[src/rtl/pcm_fifo_pkg.sv]
// pcm_fifo_pkg
// Shared definitions for the PCM sample FIFO:
//   ptr_width()  - pointer width for a power-of-two FIFO depth
//   PCM_WIDTH    - native PCM sample width
//   pcm_sample_t - signed PCM sample type
//   OVF_CNT_MAX  - saturation value of the optional overflow counter
//                  (the counter exists when PCM_FIFO_OVF_COUNT_EN is defined)
package pcm_fifo_pkg;

    localparam int PCM_WIDTH = 16;

    typedef logic signed [PCM_WIDTH-1:0] pcm_sample_t;

    localparam logic [15:0] OVF_CNT_MAX = 16'hFFFF;

    // Pointer width needed to index a FIFO of the given depth (at least 1 bit).
    function automatic int ptr_width(input int depth);
        return (depth > 2) ? $clog2(depth) : 1;
    endfunction

endpackage

[src/rtl/pcm_fifo_ram.sv]
// pcm_fifo_ram
// Simple dual-port storage, DEPTH x DATA_WIDTH.
// Synchronous write port, asynchronous read port, so the head entry is
// visible in the same cycle the read pointer points at it (FWFT timing).
// Ports:
//   clk      in   clock
//   wr_en    in   write strobe
//   wr_addr  in   write address
//   wr_data  in   write data
//   rd_addr  in   read address
//   rd_data  out  combinational read data
module pcm_fifo_ram #(
    parameter int DATA_WIDTH = 16,
    parameter int DEPTH      = 256,
    parameter int AW         = 8
) (
    input  logic                  clk,
    input  logic                  wr_en,
    input  logic [AW-1:0]         wr_addr,
    input  logic [DATA_WIDTH-1:0] wr_data,
    input  logic [AW-1:0]         rd_addr,
    output logic [DATA_WIDTH-1:0] rd_data
);

    logic [DATA_WIDTH-1:0] mem [DEPTH];

    always_ff @(posedge clk) begin
        if (wr_en) begin
            mem[wr_addr] <= wr_data;
        end
    end

    assign rd_data = mem[rd_addr];

endmodule

[src/rtl/pcm_sample_fifo.sv]
// pcm_sample_fifo
// Elastic buffer between the PDM capture/decimation chain and the host
// readout. A new sample is detected on the falling edge of the capture
// stage's level-style ready flag and written into a first-word-fall-through
// FIFO, which is drained over a valid/ready stream.
//
// Optional feature: define PCM_FIFO_OVF_COUNT_EN to add the 16-bit
// saturating ovf_count port.
//
// Ports:
//   clk        in   system clock
//   rst        in   synchronous active-high reset
//   in_data    in   PCM sample from capture stage
//   in_ready   in   capture-stage sample flag (level)
//   out_data   out  head-of-FIFO sample
//   out_valid  out  FIFO not empty (registered)
//   out_ready  in   consumer accepts out_data
//   flush      in   synchronous clear of contents and status
//   level      out  number of stored samples
//   wm_flag    out  level >= WATERMARK (registered)
//   ovf        out  sticky overflow flag
//   ovf_count  out  saturating drop counter (PCM_FIFO_OVF_COUNT_EN only)
//
// Stream handshake: a beat transfers on every cycle where out_valid and
// out_ready are both high; while out_valid is high and out_ready is low,
// out_data holds steady; out_valid never depends on out_ready.
module pcm_sample_fifo
    import pcm_fifo_pkg::*;
#(
    parameter int DATA_WIDTH = 16,
    parameter int DEPTH      = 256,
    parameter int WATERMARK  = 128
) (
    input  logic                        clk,
    input  logic                        rst,
    input  logic [DATA_WIDTH-1:0]       in_data,
    input  logic                        in_ready,
    output logic [DATA_WIDTH-1:0]       out_data,
    output logic                        out_valid,
    input  logic                        out_ready,
    input  logic                        flush,
    output logic [$clog2(DEPTH):0]      level,
    output logic                        wm_flag,
    output logic                        ovf
`ifdef PCM_FIFO_OVF_COUNT_EN
    ,
    output logic [15:0]                 ovf_count
`endif
);

    localparam int AW = ptr_width(DEPTH);
    localparam int LW = $clog2(DEPTH) + 1;

    logic          rdy_q;
    logic [AW-1:0] wr_ptr;
    logic [AW-1:0] rd_ptr;
    logic [LW-1:0] level_nxt;
    logic          push;
    logic          pop;
    logic          full;
    logic          wr_en;
    logic          rd_en;
    logic          drop;

    // One push per high period of in_ready: its falling edge.
    assign push = rdy_q & ~in_ready;
    assign pop  = out_valid & out_ready;
    assign full = (level == LW'(DEPTH));

    // When full, a simultaneous pop frees the slot the push needs.
    assign wr_en = push & (~full | pop) & ~flush;
    assign rd_en = pop & ~flush;
    assign drop  = push & full & ~pop & ~flush;

    always_comb begin
        level_nxt = level;
        if (flush) begin
            level_nxt = '0;
        end else begin
            case ({wr_en, rd_en})
                2'b10:   level_nxt = level + LW'(1);
                2'b01:   level_nxt = level - LW'(1);
                default: level_nxt = level;
            endcase
        end
    end

    always_ff @(posedge clk) begin
        if (rst) begin
            rdy_q     <= 1'b0;
            wr_ptr    <= '0;
            rd_ptr    <= '0;
            level     <= '0;
            out_valid <= 1'b0;
            wm_flag   <= 1'b0;
            ovf       <= 1'b0;
        end else begin
            // rdy_q keeps tracking through a flush, so an edge in that
            // cycle is consumed and lost rather than replayed.
            rdy_q     <= in_ready;
            level     <= level_nxt;
            out_valid <= (level_nxt != '0);
            wm_flag   <= (level_nxt >= LW'(WATERMARK));
            if (flush) begin
                wr_ptr <= '0;
                rd_ptr <= '0;
                ovf    <= 1'b0;
            end else begin
                if (wr_en) wr_ptr <= wr_ptr + AW'(1);
                if (rd_en) rd_ptr <= rd_ptr + AW'(1);
                if (drop)  ovf    <= 1'b1;
            end
        end
    end

`ifdef PCM_FIFO_OVF_COUNT_EN
    always_ff @(posedge clk) begin
        if (rst || flush) begin
            ovf_count <= '0;
        end else if (drop && (ovf_count != OVF_CNT_MAX)) begin
            ovf_count <= ovf_count + 16'd1;
        end
    end
`endif

    pcm_fifo_ram #(
        .DATA_WIDTH (DATA_WIDTH),
        .DEPTH      (DEPTH),
        .AW         (AW)
    ) u_ram (
        .clk     (clk),
        .wr_en   (wr_en),
        .wr_addr (wr_ptr),
        .wr_data (in_data),
        .rd_addr (rd_ptr),
        .rd_data (out_data)
    );

endmodule
[config.mk]
export PLATFORM = sky130hd
export DESIGN_NAME = pcm_sample_fifo
export DESIGN_NICKNAME = d
export VERILOG_FILES = /design/src/rtl/pcm_fifo_pkg.sv /design/src/rtl/pcm_fifo_ram.sv /design/src/rtl/pcm_sample_fifo.sv
export SDC_FILE = /design/constraint.sdc
export NUM_CORES = 2
export LEC_CHECK = 0
export BUFFER_PORTS_ARGS = -buffer_cell sky130_fd_sc_hd__buf_4
export CAP_MARGIN = 20
export CORE_UTILIZATION = 50
export DETAILED_ROUTE_END_ITERATION = 7
export GPL_TIMING_DRIVEN = 0
export PLACE_DENSITY = 0.71
export SLEW_MARGIN = 20
export SYNTH_ARGS = -nofsm -noshare
export SYNTH_HDL_FRONTEND = slang
export SYNTH_SLANG_ARGS = --single-unit
[constraint.sdc]
create_clock -name clk -period 11.5 [get_ports clk]
set_input_delay 1.725 -clock clk [delete_from_list [all_inputs] [get_ports clk]]
set_output_delay 1.725 -clock clk [all_outputs]
set_load 0.02 [all_outputs]
* Word-level counts from Yosys, hierarchy flattened *
Memories as Yosys holds them, arrays and structs flattened. A register that Yosys moved wholly into a read port is not among the register bits.
Index checks and enable logic that the tools add are counted.

storage, ports and cells
  bits in registers = 29
  bits in writable memories = 4096
  input port bits = 21
  output and inout port bits = 28
  logic and storage cells = 37
  memories = 1

memory list
  name       depth  width  rd ports  clocked after memory_dff  write ports  line                source
  u_ram.mem  256    16     1         1                         1            pcm_fifo_ram.sv:25  logic [DATA_WIDTH-1:0] mem [DEPTH];

operators by class
  add/sub/neg operators = 4
  magnitude comparators = 1
  equality and inequality tests = 3
  multiplexer cells = 6
  bitwise gates (word level) = 13
  reductions and logical operators = 2

operators by type and width
  cell                   number
  $pmux W9 S2            1
  $add A8 B1 Y8 const B  2
  $mux W8                2
  $add A9 B1 Y9 const B  1
  $eq A9 B9 Y1 const B   1
  $ge A9 B8 Y1 const B   1
  $mux W9                1
  $reduce_bool A9 Y1     1
  $sub A9 B1 Y9 const B  1
  $and A1 B1 Y1          8
  $not A1 Y1             4
  $eq A2 B1 Y1 const B   1
  $eq A2 B2 Y1 const B   1
  $mux W1                2
  $reduce_or A2 Y1       1
  $or A1 B1 Y1           1

* Logic depth before layout (Yosys ltp) *
  word-level depth = 9
  gate-level depth with buffers = 16
  mapped depth without buffers = 13

* By module *
Synthesis repeated with hierarchy kept, for this count alone.

second synthesis, totals
  cells, all modules = 7529
  area total of the unflattened synthesis = 159957.2 um2

modules (own cells, without submodules)
  module           instances  cells each  area an instance (um2)  sequential area each (um2)
  pcm_fifo_ram     1          7344        158394.4                122998.0
  pcm_sample_fifo  1          185         1562.7                  580.6

* Least setup slack after synthesis *
No wires, ideal clock.

  kind = input port to flip-flop
  start point = input port flush
  end point = register out_valid
  setup time = 140 ps
  data arrival time = 5204 ps
  slack = 6156 ps
  stages = 16
  cell sequence = clkbuf_1 or3b_1 a41oi_2 inv_1 ha_1 buf_2 buf_1 xor2_1 ha_1 or3_1 a21oi_1 nor2_1 mux2i_1 mux2_2 o41ai_1 nand3_1

between the ends
  cells in the longest elaborated chain, start to end = 6

RTL lines
  item                                          line                                          source
  start: declaration                            pcm_sample_fifo.sv:41                         input logic flush,
  $not A1 Y1                                    pcm_sample_fifo.sv:71, pcm_sample_fifo.sv:72
  $and A1 B1 Y1, on equally long branches       pcm_sample_fifo.sv:72, pcm_sample_fifo.sv:71
  $eq A2 B1 Y1 or $eq A2 B2 Y1 (tied branches)  pcm_sample_fifo.sv:80                         case ({wr_en, rd_en})
  $pmux W9 S2                                   pcm_sample_fifo.sv:80
  $mux W9 (*)                                   pcm_sample_fifo.sv:77                         if (flush) begin
  $reduce_bool A9 Y1 (*)                        pcm_sample_fifo.sv:102                        out_valid <= (level_nxt != '0);
  end signal: assignment                        pcm_sample_fifo.sv:102
  end: declaration                              pcm_sample_fifo.sv:39                         output logic out_valid,

Every way passes the cells marked *; elsewhere a longest branch is shown, timed or not.
A chain may end at the register's enable or synchronous reset.

==> flow_summary_export.csv <==
group,metric,value,unit
global_route,grt_pass1_vias,78420,
worst_setup_path,crit_type,"register to output pin",
worst_setup_path,r2r_slack,6.07,ns
worst_setup_path,worstPathArrival,7.21,ns
routing,route.detailed.drc,0,
layout,fin_nets,7456,
logic_synthesis,netlist_area,158900,um2
worst_setup_path,reg2reg_depth,16,
timing,tns,0,ns
timing,timing.final.crit_share,77.65,%
timing,slew_viol_final,0,
place,gp_congestion,0.9793,
routing,num_vias,80370,
timing,hold_viol_final,0,
global_route,grt_max_degree,153,
flow_run,cap_violations,0,
clock_tree,postCtsSetupRepairBufs,0,
die,initial_utilization,50.38,%
worst_setup_path,cp.required,9.78,ns
clock_tree,cts_hold_buf,0,
timing,max_freq,112.0,MHz
worst_setup_path,r2r-end,"out_valid",
routing,via_per_inst,6.724,
timing,fin_crit,8.930,ns
global_route,grt_pass1_wl,640600,um
logic_synthesis,synthArstFlopShare,0,%
clock_tree,cts_tree,"yes",
clock_tree,cts_buffers,412,
die,dieArea,320100,um2
layout,layout.area.seq,123700,um2
timing,worstMarginPinSlew,1.313,ns
timing,relSlewSlack,12.27,%
power_and_ir_drop,leakage,54.24,nW
logic_synthesis,yosys.cell_types.count,53,
global_route,overflow,0,
worst_setup_path,endpoint_kind,"output pin",
place,dpl_cell_area,169300,um2
die,fp.dieW,565.8,um
logic_synthesis,synthCells,6781,
status,outcome,"finished clean",
logic_synthesis,synth_flop_cell,"edfxtp_1",
clock_tree,ctsLongestPathBuffers,4,
logic_synthesis,yosysSeqAreaShare,77.86,%
global_route,groute.usage.overall,29.57,%
timing,rsz0062_at_grt,"no",
layout,multi_input_area,34520,um2
worst_hold_path,hold_path_class,"register to register",
die,fp.dieH,565.8,um
layout,design_area,183100,um2
place,place.detailed.hpwl,309600,um
clock_tree,cts-root-buf,"clkbuf_16",
power_and_ir_drop,ir_worst_vdd,0.1542,mV
timing,fin_skew,0.07869,ns
global_route,antenna_found_initial,26,
worst_setup_path,start_kind,"register",
worst_setup_path,cp_max_fo,10,
worst_hold_path,min_from,"rd_ptr[1]",
die,num_rows,206,
worst_setup_path,reg2reg_from,"level[2]",
timing,whs,0.5352,ns
logic_synthesis,yosys_warnings,0,
clock_tree,clk_latency,1.02,ns
logic_synthesis,ys_ff_latch,4133,
clock_tree,clk_pin_slew,0.06,ns
timing,setup_viol,0,
routing,drt-wirelength-per-cell,39.39,um
layout,drive_gt1_share,31.88,%
clock_tree,clkSinkCount,4133,
layout,post-route-util,58.05,%
routing,ant_nets,0,
logic_synthesis,ys_top_cells_by_area,"edfxtp_1 (77%), mux4_2 (16%), mux2i_1 (2.1%), nor2_1 (0.73%), a22oi_1 (0.60%)",
die,core-area,315500,um2
place,port_buffers,48,
clock_tree,cts.htree.levels,5,
logic_synthesis,syn_nets,6810,
layout,syn_to_final_growth,15.23,%
power_and_ir_drop,p_per_area,167.2,nW/um2
logic_synthesis,synth_area_per_cell,23.44,um2
clock_tree,post_cts_resized,0,
routing,first_pass_iters,6,
logic_synthesis,synth_edf_count,4096,
logic_synthesis,yosys.area.top_type,"edfxtp_1",
routing,drt_wl_total,470800,um
worst_setup_path,endpoint,"out_data[9]",
routing,drtIter0Drc,13990,
logic_synthesis,synth.top_cell.area_share,77.39,%
layout,fillers,21900,
die,io_pins,49,
==> per-layer routing <==
metal	share of wire, %	global-route usage (%)	vias up
met5	0.068	0	-
met4	5.7	14.35	24
met3	14	9.704	1184
met2	46	44.87	6253
met1	35	38.80	42480
li1	-	-	30430
==> how the worst min path moves through the flow <==
| stage | endpoint | cells past startpoint | slack [ns] |
|---|---|---|---|
| after floorplan | register | 2 | 0.46 |
| after global placement | rd_ptr[1] | 2 | 0.52 |
| after detailed placement | rd_ptr[1] | 2 | 0.52 |
| after CTS | register | 2 | 0.53 |
| after global routing | register | 2 | 0.55 |
| final | rd_ptr[1] | 2 | 0.54 |
==> cells in the mapped netlist (all sizes together) (3+ instances only) <==
cell,count
and3,3
and4,3
xor2,16
mux4,1120
nand3b,8
edfxtp,4096
a31oi,8
nand3,13
a22oi,126
inv,9
dfxtp,37
o22ai,33
ha,8
nand4,34
or3b,3
nor3,14
a211o,16
nor2b,9
nand2b,34
mux2i,327
a22o,3
clkbuf,161
nor2,310
xnor2,3
o21ai,8
o211ai,31
a211oi,32
buf,217
nand2,47
and2,4
a21oi,24
==> critical path, stage by stage (launching register included) <==
cell and delay, ns:
dfxtp_1 0.32, clkbuf_1 0.88, clkbuf_1 0.97, clkbuf_1 0.84
mux2i_1 0.16, a22oi_1 0.54, nand4_1 0.87, a211o_1 0.51
a21oi_1 0.81, buf_4 0.29
==> where the power goes <==
| group | internal, W | switching [W] |
|---|---|---|
| Combinational | 0.0000680 | 0.000304 |
| Clock | 0.00785 | 0.00585 |
| Sequential | 0.0165 | 0.000000716 |
| Total | 0.0245 | 0.00615 |
==> cells in the final DEF, fill, tap and decap left out, drive strengths merged, types with 9 or more instances in the layout <==
cell type	Yosys	routed
clkbuf	161	649
inv	9	25
o211ai	31	31
edfxtp	4096	4096
o22ai	33	33
a211oi	32	32
nand4	34	34
buf	217	448
a22oi	126	126
xor2	16	16
nand2	47	47
mux2i	327	327
a211o	16	16
nand2b	34	34
dfxtp	37	37
diode	0	19
clkinv	0	193
bufinv	0	53
a21oi	24	24
nor2	310	310
mux4	1120	1120
nand3	13	13
nor2b	9	9
clkinvlp	0	12
nor3	14	14
==> through the flow <==
step                cells  total power (W)  setup slack (ns)
floorplan            6781          0.01692             6.156
global placement    10990          0.01719             3.616
detailed placement  11170          0.01723             3.962
CTS                 11930          0.03063             2.962
global route        11940          0.03121             2.708
finish              11950          0.03062             2.570
==> cell families (layout without fill, tap and decap cells) <==
logic type | after synthesis | count (layout) | share of synthesized area [%]
multiplexers | 1448 | 1448 | 17.94
XOR/XNOR | 19 | 19 | 0.1047
other | 0 | 19 | 0
flip-flops | 4133 | 4133 | 77.86
buffers and inverters | 387 | 1380 | 1.324
AO/OA/AOI/OAI | 292 | 292 | 1.324
AND/OR/NAND/NOR | 494 | 494 | 1.390
adder cells (fa/ha/maj) | 8 | 8 | 0.06298
==> flip-flops by register name, summed over array words and instances, names as in the netlist, named ones only <==
register   count
level          9
out_valid      1
ovf            1
rd_ptr         8
rdy_q          1
u_ram.mem   4096
wm_flag        1
wr_ptr         8
==> area by class of cell <==
| type | count | area share (%) |
|---|---|---|
| Antenna cell | 19 | 0.02596 |
| Buffer | 378 | 1.164 |
| Clock buffer | 487 | 5.818 |
| Clock inverter | 274 | 1.669 |
| Inverter | 9 | 0.01845 |
| Multi-Input combinational cell | 2261 | 18.85 |
| Sequential cell | 4133 | 67.57 |
| Tap cell | 4160 | 2.842 |
| Timing Repair Buffer | 232 | 2.044 |
Power figures use the tool's default switching activity.
